### src/rtl/plc_semaphore_arbiter.sv
// plc_semaphore_arbiter: round-robin take/release arbiter over a binary-semaphore lock/owner table.
// Latency: a request sampled in cycle N shows ACK, flag and updated table in cycle N+1.
// Backpressure: one grant per cycle; losing cores hold REQ, and the just-acked core is masked for one cycle.
module plc_semaphore_arbiter #(
  parameter int CORES  = 4,
  parameter int SEMS   = 8,
  parameter int SEM_W  = 3,
  parameter int CORE_W = 2
) (
  input  logic                   CLK,
  input  logic                   RST_N,
  input  logic [CORES-1:0]       CORE_REQ,
  input  logic [CORES-1:0]       CORE_OP,
  input  logic [CORES*SEM_W-1:0] CORE_SEM_ID,
  input  logic [CORES-1:0]       CORE_CLR,
  output logic [CORES-1:0]       CORE_ACK,
  output logic [CORES-1:0]       CORE_SEM_FLAG,
  output logic [SEMS-1:0]        SEM_LOCKED,
  output logic [SEMS*CORE_W-1:0] SEM_OWNER
);

  // Registered state: handshake outputs, round-robin pointer and the lock/owner table.
  logic [CORES-1:0]             r_ack;
  logic [CORES-1:0]             r_flag;
  logic [CORE_W-1:0]            r_rr;
  logic [SEMS-1:0]              r_locked;
  logic [SEMS-1:0][CORE_W-1:0]  r_owner;

  // Combinational arbitration and next-table signals.
  logic [CORES-1:0]             w_elig;
  logic [CORE_W-1:0]            w_idx;
  logic                         w_grant;
  logic [CORE_W-1:0]            w_win;
  logic [CORE_W-1:0]            w_rr_nxt;
  logic                         w_op;
  logic [SEM_W-1:0]             w_id;
  logic                         w_in_range;
  logic                         w_hit_locked;
  logic                         w_hit_own;
  logic                         w_res;
  logic [SEMS-1:0]              w_locked_nxt;
  logic [SEMS-1:0][CORE_W-1:0]  w_owner_nxt;

  // A core that was acked this cycle is still holding its old request, so it is masked out.
  assign w_elig = CORE_REQ & ~CORE_CLR & ~r_ack;

  // Round-robin pick: scan from the highest offset down so the nearest eligible core at/after rr wins.
  always_comb begin
    w_grant = 1'b0;
    w_win   = '0;
    w_idx   = '0;
    for (int k = CORES - 1; k >= 0; k--) begin
      w_idx = CORE_W'((int'(r_rr) + k) % CORES);
      if (w_elig[w_idx]) begin
        w_grant = 1'b1;
        w_win   = w_idx;
      end
    end
    w_rr_nxt = (w_win == CORE_W'(CORES - 1)) ? '0 : w_win + 1'b1;
  end

  // Fetch the winner's operation and look its semaphore up in the pre-clear table.
  always_comb begin
    w_op         = 1'b0;
    w_id         = '0;
    w_in_range   = 1'b0;
    w_hit_locked = 1'b0;
    w_hit_own    = 1'b0;
    for (int c = 0; c < CORES; c++) begin
      if (w_win == CORE_W'(c)) begin
        w_op = CORE_OP[c];
        w_id = CORE_SEM_ID[c*SEM_W +: SEM_W];
      end
    end
    for (int s = 0; s < SEMS; s++) begin
      if (w_id == SEM_W'(s)) begin
        w_in_range   = 1'b1;
        w_hit_locked = r_locked[s];
        w_hit_own    = (r_owner[s] == w_win);
      end
    end
    // Take succeeds when free or already ours; release succeeds only for the owner.
    w_res = w_grant && w_in_range &&
            (w_op ? (!w_hit_locked || w_hit_own) : (w_hit_locked && w_hit_own));
  end

  // Next table: free semaphores of cleared cores, then apply the granted take/release.
  // The two never touch the same entry because a clearing core is never the winner.
  always_comb begin
    w_locked_nxt = r_locked;
    w_owner_nxt  = r_owner;
    for (int s = 0; s < SEMS; s++) begin
      for (int c = 0; c < CORES; c++) begin
        if (r_locked[s] && CORE_CLR[c] && (r_owner[s] == CORE_W'(c))) begin
          w_locked_nxt[s] = 1'b0;
          w_owner_nxt[s]  = '0;
        end
      end
      if (w_res && (w_id == SEM_W'(s))) begin
        if (w_op) begin
          w_locked_nxt[s] = 1'b1;
          w_owner_nxt[s]  = w_win;
        end else begin
          w_locked_nxt[s] = 1'b0;
          w_owner_nxt[s]  = '0;
        end
      end
    end
  end

  // Commit table, pointer, ACK pulse and per-core result flag on each edge.
  always_ff @(posedge CLK or negedge RST_N) begin
    if (!RST_N) begin
      r_ack    <= '0;
      r_flag   <= '0;
      r_rr     <= '0;
      r_locked <= '0;
      r_owner  <= '0;
    end else begin
      r_locked <= w_locked_nxt;
      r_owner  <= w_owner_nxt;
      if (w_grant) begin
        r_rr <= w_rr_nxt;
      end
      for (int c = 0; c < CORES; c++) begin
        r_ack[c] <= w_grant && (w_win == CORE_W'(c));
        if (CORE_CLR[c]) begin
          r_flag[c] <= 1'b0;
        end else if (w_grant && (w_win == CORE_W'(c))) begin
          r_flag[c] <= w_res;
        end
      end
    end
  end

  assign CORE_ACK      = r_ack;
  assign CORE_SEM_FLAG = r_flag;
  assign SEM_LOCKED    = r_locked;
  assign SEM_OWNER     = r_owner;

endmodule

### config.mk
export PLATFORM = sky130hd
export DESIGN_NAME = plc_semaphore_arbiter
export DESIGN_NICKNAME = d
export VERILOG_FILES = /design/src/rtl/plc_semaphore_arbiter.sv
export SDC_FILE = /design/constraint.sdc
export NUM_CORES = 1
export LEC_CHECK = 0
export CAP_MARGIN = 20
export CORE_UTILIZATION = 40
export DETAILED_ROUTE_END_ITERATION = 6
export DONT_BUFFER_PORTS = 1
export HOLD_SLACK_MARGIN = 0.05
export RECOVER_POWER = 25
export SKIP_CTS_REPAIR_TIMING = 1
export SLEW_MARGIN = 30
export SYNTH_ARGS = -nofsm -noshare
export SYNTH_HDL_FRONTEND = slang
export SYNTH_SLANG_ARGS = --single-unit
### constraint.sdc
create_clock -name CLK -period 4.9 [get_ports CLK]
set_clock_uncertainty 0.05 [all_clocks]
set_input_delay 0.49 -clock CLK [delete_from_list [all_inputs] [get_ports CLK]]
set_output_delay 0.49 -clock CLK [all_outputs]
set_load 0.005 [all_outputs]
; ---- Word-level counts from Yosys, hierarchy flattened
; Cells that the tools add are included.
[op_classes]
bitwise_logic = 4
eq_ne = 42
reduce_logical = 103
muxes = 140
n_addsub = 4
n_lt_le_gt_ge = 4
[ops]
columns = cell, n
row1 = $mux W2, 46
row2 = $mux W1, 86
row3 = $logic_and A1 B1 Y1, 79
row4 = $reduce_bool A5 Y1, 8
row5 = $eq A2 B2 Y1 const B, 18
row6 = $eq A2 B1 Y1 const B, 9
row7 = $logic_not A2 Y1, 9
row8 = $eq A2 B2 Y1, 8
row9 = $eq A3 B3 Y1 const B, 4
row10 = $lt A2 B3 Y1 const B, 4
row11 = $mux W3, 4
row12 = $and A4 B4 Y4, 2
row13 = $bmux W1 S2, 4
row14 = $not A4 Y4, 2
row15 = $reduce_bool A2 Y1, 4
row16 = $eq A3 B2 Y1 const B, 2
row17 = $add A2 B1 Y2 const B, 2
row18 = $add A2 B2 Y2 const B, 2
row19 = $eq A3 B1 Y1 const B, 1
row20 = $logic_not A3 Y1, 1
row21 = $logic_not A1 Y1, 1
row22 = $logic_or A1 B1 Y1, 1
[word_totals]
out_inout_bits = 32
reg_bits = 34

; ---- Logic depth before layout (Yosys ltp)
[depth]
depth_word = 29
mapped_depth = 19
mapped_depth_nobuf = 13

; ---- Worst setup path before layout
; No wires, ideal clock.
[synth_timing]
path_type = input -> register
start = input port CORE_CLR[3]
end = register r_locked[0] (netlist: SEM_LOCKED[0])
t_required_ns = 4.768
path_slack_ns = 0.882
path_buffers = 4
path_stages = 17
arrival_ns = 3.886
setup_ns = 0.082
path_cell_list = buf_6 > or3b_4 > o21a_4 > or3_1 > buf_6 > inv_6 > buf_12 > ha_1 > clkbuf_1 > inv_1 > o22a_1 > a211o_1 > nor4_1 > a22oi_1 > and4_1 > a21oi_1 > mux2i_1
[synth_between]
elab_chain_cells = 29
word_cells_on_any_way = 84
cone_classes = 18 x eq/ne / 52 x mux / 3 x bitwise / 11 x reduce/logical
[synth_lines]
columns = element, line
row1 = "start, declared", 15  ; input logic [CORES-1:0] CORE_CLR,
row2 = $not A4 Y4, 45  ; assign w_elig = CORE_REQ & ~CORE_CLR & ~r_ack;
row3 = $and A4 B4 Y4 (2 in a row), 45
row4 = $bmux W1 S2, 54  ; if (w_elig[w_idx]) begin
row5 = $mux W1 (not written as such), 54
row6 = $mux W2 (4 in a row), 54
row7 = $logic_not A2 Y1, 70  ; if (w_win == CORE_W'(c)) begin
row8 = $mux W3 (4 in a row), 70
row9 = $logic_not A3 Y1, "76, 99"
row10 = $mux W1 (8 in a row), 76  ; if (w_id == SEM_W'(s)) begin
row11 = $logic_not A1 Y1, 84  ; (w_op ? (!w_hit_locked || w_hit_own) : (w_hit_locked && w_hit_own));
row12 = $logic_or A1 B1 Y1, 84
row13 = $mux W1, 84
row14 = $logic_and A1 B1 Y1, 83  ; w_res = w_grant && w_in_range &&
row15 = $logic_and A1 B1 Y1, 99  ; if (w_res && (w_id == SEM_W'(s))) begin
row16 = $reduce_bool A5 Y1 (no line) / $mux W1 (equally long branches), -
row17 = "end signal, assigned", 120  ; r_locked <= w_locked_nxt;
row18 = "end, declared", 26  ; logic [SEMS-1:0] r_locked;
; Parallel ways exist; a longest one is shown, timed or not. The select of a mux whose other input is x is not followed.
; A chain may end at the register's enable or synchronous reset.

; ---- Final worst setup path
[layout_timing]
start = register r_ack[1] (netlist: CORE_ACK[1])
end = register r_locked[0] (netlist: SEM_LOCKED[0])
[layout_between]
elab_chain_cells = 28
word_cells_on_any_way = 80
cone_classes = 18 x eq/ne / 51 x mux / 2 x bitwise / 9 x reduce/logical
[layout_lines]
columns = element, line
row1 = "start, declared", 23  ; logic [CORES-1:0] r_ack;
row2 = "start signal, assigned by index", 126  ; r_ack[c] <= w_grant && (w_win == CORE_W'(c));
row3 = $not A4 Y4 (*), 45
row4 = $and A4 B4 Y4 (*), 45
row5 = $bmux W1 S2, 54
row6 = $mux W1 (not written as such), 54
row7 = $mux W2 (4 in a row), 54
row8 = $logic_not A2 Y1, 70
row9 = $mux W3 (4 in a row), 70
row10 = $logic_not A3 Y1, "76, 99"
row11 = $mux W1 (8 in a row), 76
row12 = $logic_not A1 Y1, 84
row13 = $logic_or A1 B1 Y1, 84
row14 = $mux W1, 84
row15 = $logic_and A1 B1 Y1, 83
row16 = $logic_and A1 B1 Y1, 99
row17 = $reduce_bool A5 Y1 (no line) / $mux W1 (equally long branches), -
; Mark *: on every way between the ends. The rest lies on a longest branch, timed or not. The select of a mux whose other input is x is not followed.

==> summary.md <==
| Metric | Value |
|---|---|
| Largest family of logic cells by synthesized area | `simple AND/OR/NAND/NOR gates` |
| M3 GR Usage | `5.408%` |
| DPL Wire Length | `6144 um` |
| CP peak stage delay | `470 ps` |
| WS Path Type | `reg2reg` |
| H-tree Lvls | `2` |
| Pin count of the biggest net entering global routing | `35` |
| CTS Buf Count | `5` |
| Cell row count | `29` |
| Final WL | `8242 um` |
| Adder-cell share of the synthesized area | `1.842%` |
| Max_slew headroom | `-26.96%` |
| Delay-heaviest family, CP | `simple AND/OR/NAND/NOR gates` |
| Placer Congestion | `0.8903` |
| Initial DRC Count | `206` |
| Total GRT Usage | `23.77%` |
| CTS tree | `built` |
| Max_cap viols | `1` |
| Initial antenna violation count | `0` |
| I/O pin cnt | `58` |
| Simple-gate share of the synthesized area | `23.85%` |
| Max FO, Critical Path | `12` |
| Clock edge transition at the registers on the reported setup and hold paths | `70 ps` |
| Antenna diode count | `0` |
| Core ar. | `6459 um2` |
| Synth cell count leaders | `nand2_1 (50), dfrtp_1 (34), mux2i_1 (19), nand4_1 (16), nor2_1 (15)` |
| Multiplexer area fraction after synthesis | `10.31%` |
| Unrepaired setup endpoints after global routing | `no` |
| Min Tclk post-route | `4498 ps` |
| Clock Latency Late Sink | `290 ps` |
| Worst Path Arrival | `4650 ps` |
| Main flop type after synthesis | `dfrtp_1` |
| Grt peak-use layer | `met2` |
| Pwr dens | `595.8 nW/um2` |
| Mapped cell area | `2718 um2` |
| Post-synth cell types | `61` |
| GRT Residual Overflow | `0` |
| Longest Clk Path Bufs | `2` |
| Wire per inst | `21.80 um` |
| Fin util | `43.61%` |
| Number of port buffers | `0` |
| GR Util met1 | `32.03%` |
| Chip width | `84.43 um` |
| Startpoint types | `register` |
| Power Total | `1.678 mW` |
| CP bufs+invs | `1` |
| Final period utilization | `91.80%` |
| Initial Utilization | `42.08%` |
| CP Cell Sequence | `or3b_4, o21a_4, or3_1, inv_6, ha_1, nand2b_1, o22a_1, nand2_1, nor2_1, o2111ai_1, o211a_1, a21oi_1, mux2i_1` |
| Slew @ Worst Pin | `1904 ps` |
| Setup crit end kind | `register` |
| Post-Synth XOR/XNOR Area | `3.867%` |
| Post-synth ARST share | `100.0%` |
| Violated checks | `design-rule violations, max-capacitance violations, max-slew violations` |
| Hold Crit Class | `in2reg` |
| CTS Sinks | `34` |
| Syn Nets | `335` |
| Top cell type's share of synthesized area | `31.31%` |
| Leading area contributor after synthesis | `dfrtp_1` |
| EDFF count, synth | `0` |
| Status | `complete, but fails checks` |
| Pleak | `1.007 nW` |
| Cells after synthesis | `305` |
| Cell with the most instances after synthesis | `nand2_1` |
| Final Setup Violations | `0` |
| Yosys warnings | `0` |
| Fill count | `674` |
| Post-route ant nets | `0` |
| CP required | `5060 ps` |
| Synth-to-Final Area Change | `3.637%` |
| Final hold violation count | `0` |
| Final Max Slew Viols | `35` |
| Seq/Total Area, Yosys | `31.31%` |
| Peak supply drop | `214.0 uV` |
| Syn avg cell area | `8.910 um2` |
| Via count | `2477` |
| Share of layout cells above drive strength 1 | `11.96%` |
| F_max | `222.3 MHz` |
| Final TNS setup | `0 ps` |
| First drt pass iteration count | `7` |
| First-pass GRT wire length | `13160 um` |
| Die ar. | `7128 um2` |
| Via density | `6.553` |
| Vias in the first global route | `2519` |
| Detailed-route DRC error count | `8` |
| Compound-gate portion of the synthesized area | `23.80%` |
| Root buffer cell | `clkbuf_8` |
| Critical path's slowest cell | `or3_1` |
| Yosys reg bits | `34` |
| Synth top area cells | `dfrtp_1 (31%), mux2i_1 (7.0%), nand2_1 (6.9%)` |
| Final nets | `331` |
| Grt met2 use | `37.41%` |
| Die Y-Extent | `84.43 um` |
-- worst paths after layout --
path	slack, ps	cells after the start	end	from
hold / removal	210	1	CORE_SEM_FLAG[2]$_DFFE_PN0P_	CORE_CLR[2]
setup reg to reg	400	13	SEM_LOCKED[0]$_DFFE_PN0P_	CORE_ACK[1]$_DFF_PN0_
setup / recovery	400	13	SEM_LOCKED[0]$_DFFE_PN0P_	CORE_ACK[1]$_DFF_PN0_
min in group asynchronous	1220	2	r_rr[0]$_DFFE_PN0N_	RST_N
max in group asynchronous	2480	2	SEM_OWNER[10]$_DFFE_PN0P_	RST_N
hold reg to reg	520	2	r_rr[0]$_DFFE_PN0N_	r_rr[0]$_DFFE_PN0N_
-- power breakdown --
| group | internal, mW | switching, mW | total [mW] |
|---|---|---|---|
| registers | 0.368 | 0.154 | 0.522 |
| clock network | 0.0979 | 0.104 | 0.202 |
| logic | 0.334 | 0.620 | 0.954 |
| total | 0.800 | 0.878 | 1.68 |
-- cell usage in the layout, fill, tap and decap left out, types with 3 or more instances in the layout --
cell / netlist / final
or3b_4: 3 / 3
mux2_2: 8 / 8
o2bb2ai_1: 4 / 4
o32ai_1: 8 / 8
ha_1: 4 / 4
nand2_1: 50 / 50
buf_4: 3 / 3
nand3_1: 6 / 6
nor2_1: 15 / 15
nor4_1: 4 / 4
xnor2_1: 12 / 12
o22ai_1: 4 / 4
a21boi_0: 3 / 3
and3_1: 4 / 4
o211ai_1: 12 / 12
inv_1: 3 / 3
a311oi_1: 4 / 4
dfrtp_1: 34 / 34
o21ai_0: 10 / 10
nand4_1: 16 / 16
nor3_1: 6 / 6
clkbuf_8: 0 / 5
and2_1: 5 / 5
a21oi_2: 5 / 5
a21oi_1: 5 / 5
clkbuf_1: 9 / 3
mux2i_1: 19 / 19
a211oi_1: 4 / 4
o21a_1: 3 / 3
-- sequential cells by signal, indices dropped and copies added, names as in the netlist --
register	cells
CORE_ACK	4
CORE_SEM_FLAG	4
SEM_LOCKED	8
SEM_OWNER	16
r_rr	2
-- per-stage QoR --
stage | instances | hold WS (ps) | cell area, um2 | setup slack [ps]
finish | 378 | 210.8 | 2816 | 401.8
detailed placement | 369 | 145.2 | 2726 | 393.6
global route | 378 | 210.8 | 2816 | 150.8
floorplan | 305 | 144.4 | 2718 | 882.1
CTS | 376 | -169.2 | 2803 | 450.0
global placement | 369 | 145.2 | 2726 | 460.9
-- worst register-to-register path, stage by stage (launching register included) --
cell,delay [ps]
dfrtp_1,410
or3b_4,410
o21a_4,250
or3_1,470
inv_6,170
ha_1,320
nand2b_1,230
o22a_1,230
nand2_1,220
nor2_1,430
o2111ai_1,290
o211a_1,350
a21oi_1,340
mux2i_1,220
-- area by class of cell --
class	instances	area [um2]	area share, %
clock buffers	7	76.32	2.710
inverters	5	26.28	0.9329
multi-input cells	250	1730	61.44
flip-flops and latches	34	850.8	30.21
well taps	77	96.34	3.421
repair buffers	5	36.28	1.288
-- layer usage --
metal,wire (um),up-vias
met1,3783,1191
met3,586,15
met2,3731,116
li1,-,1155
met5,0,-
met4,140,0
-- logic make-up (layout without fill, tap and decap cells) --
logic type      count (synthesis)  after routing
flops                          34             34
xor+xnor                       12             12
buf+inv                        21             17
simple gates                  125            125
fa+ha+maj                       4              4
compound gates                 82             82
mux                            27             27
No activity file was read; power rests on OpenSTA's default activity.
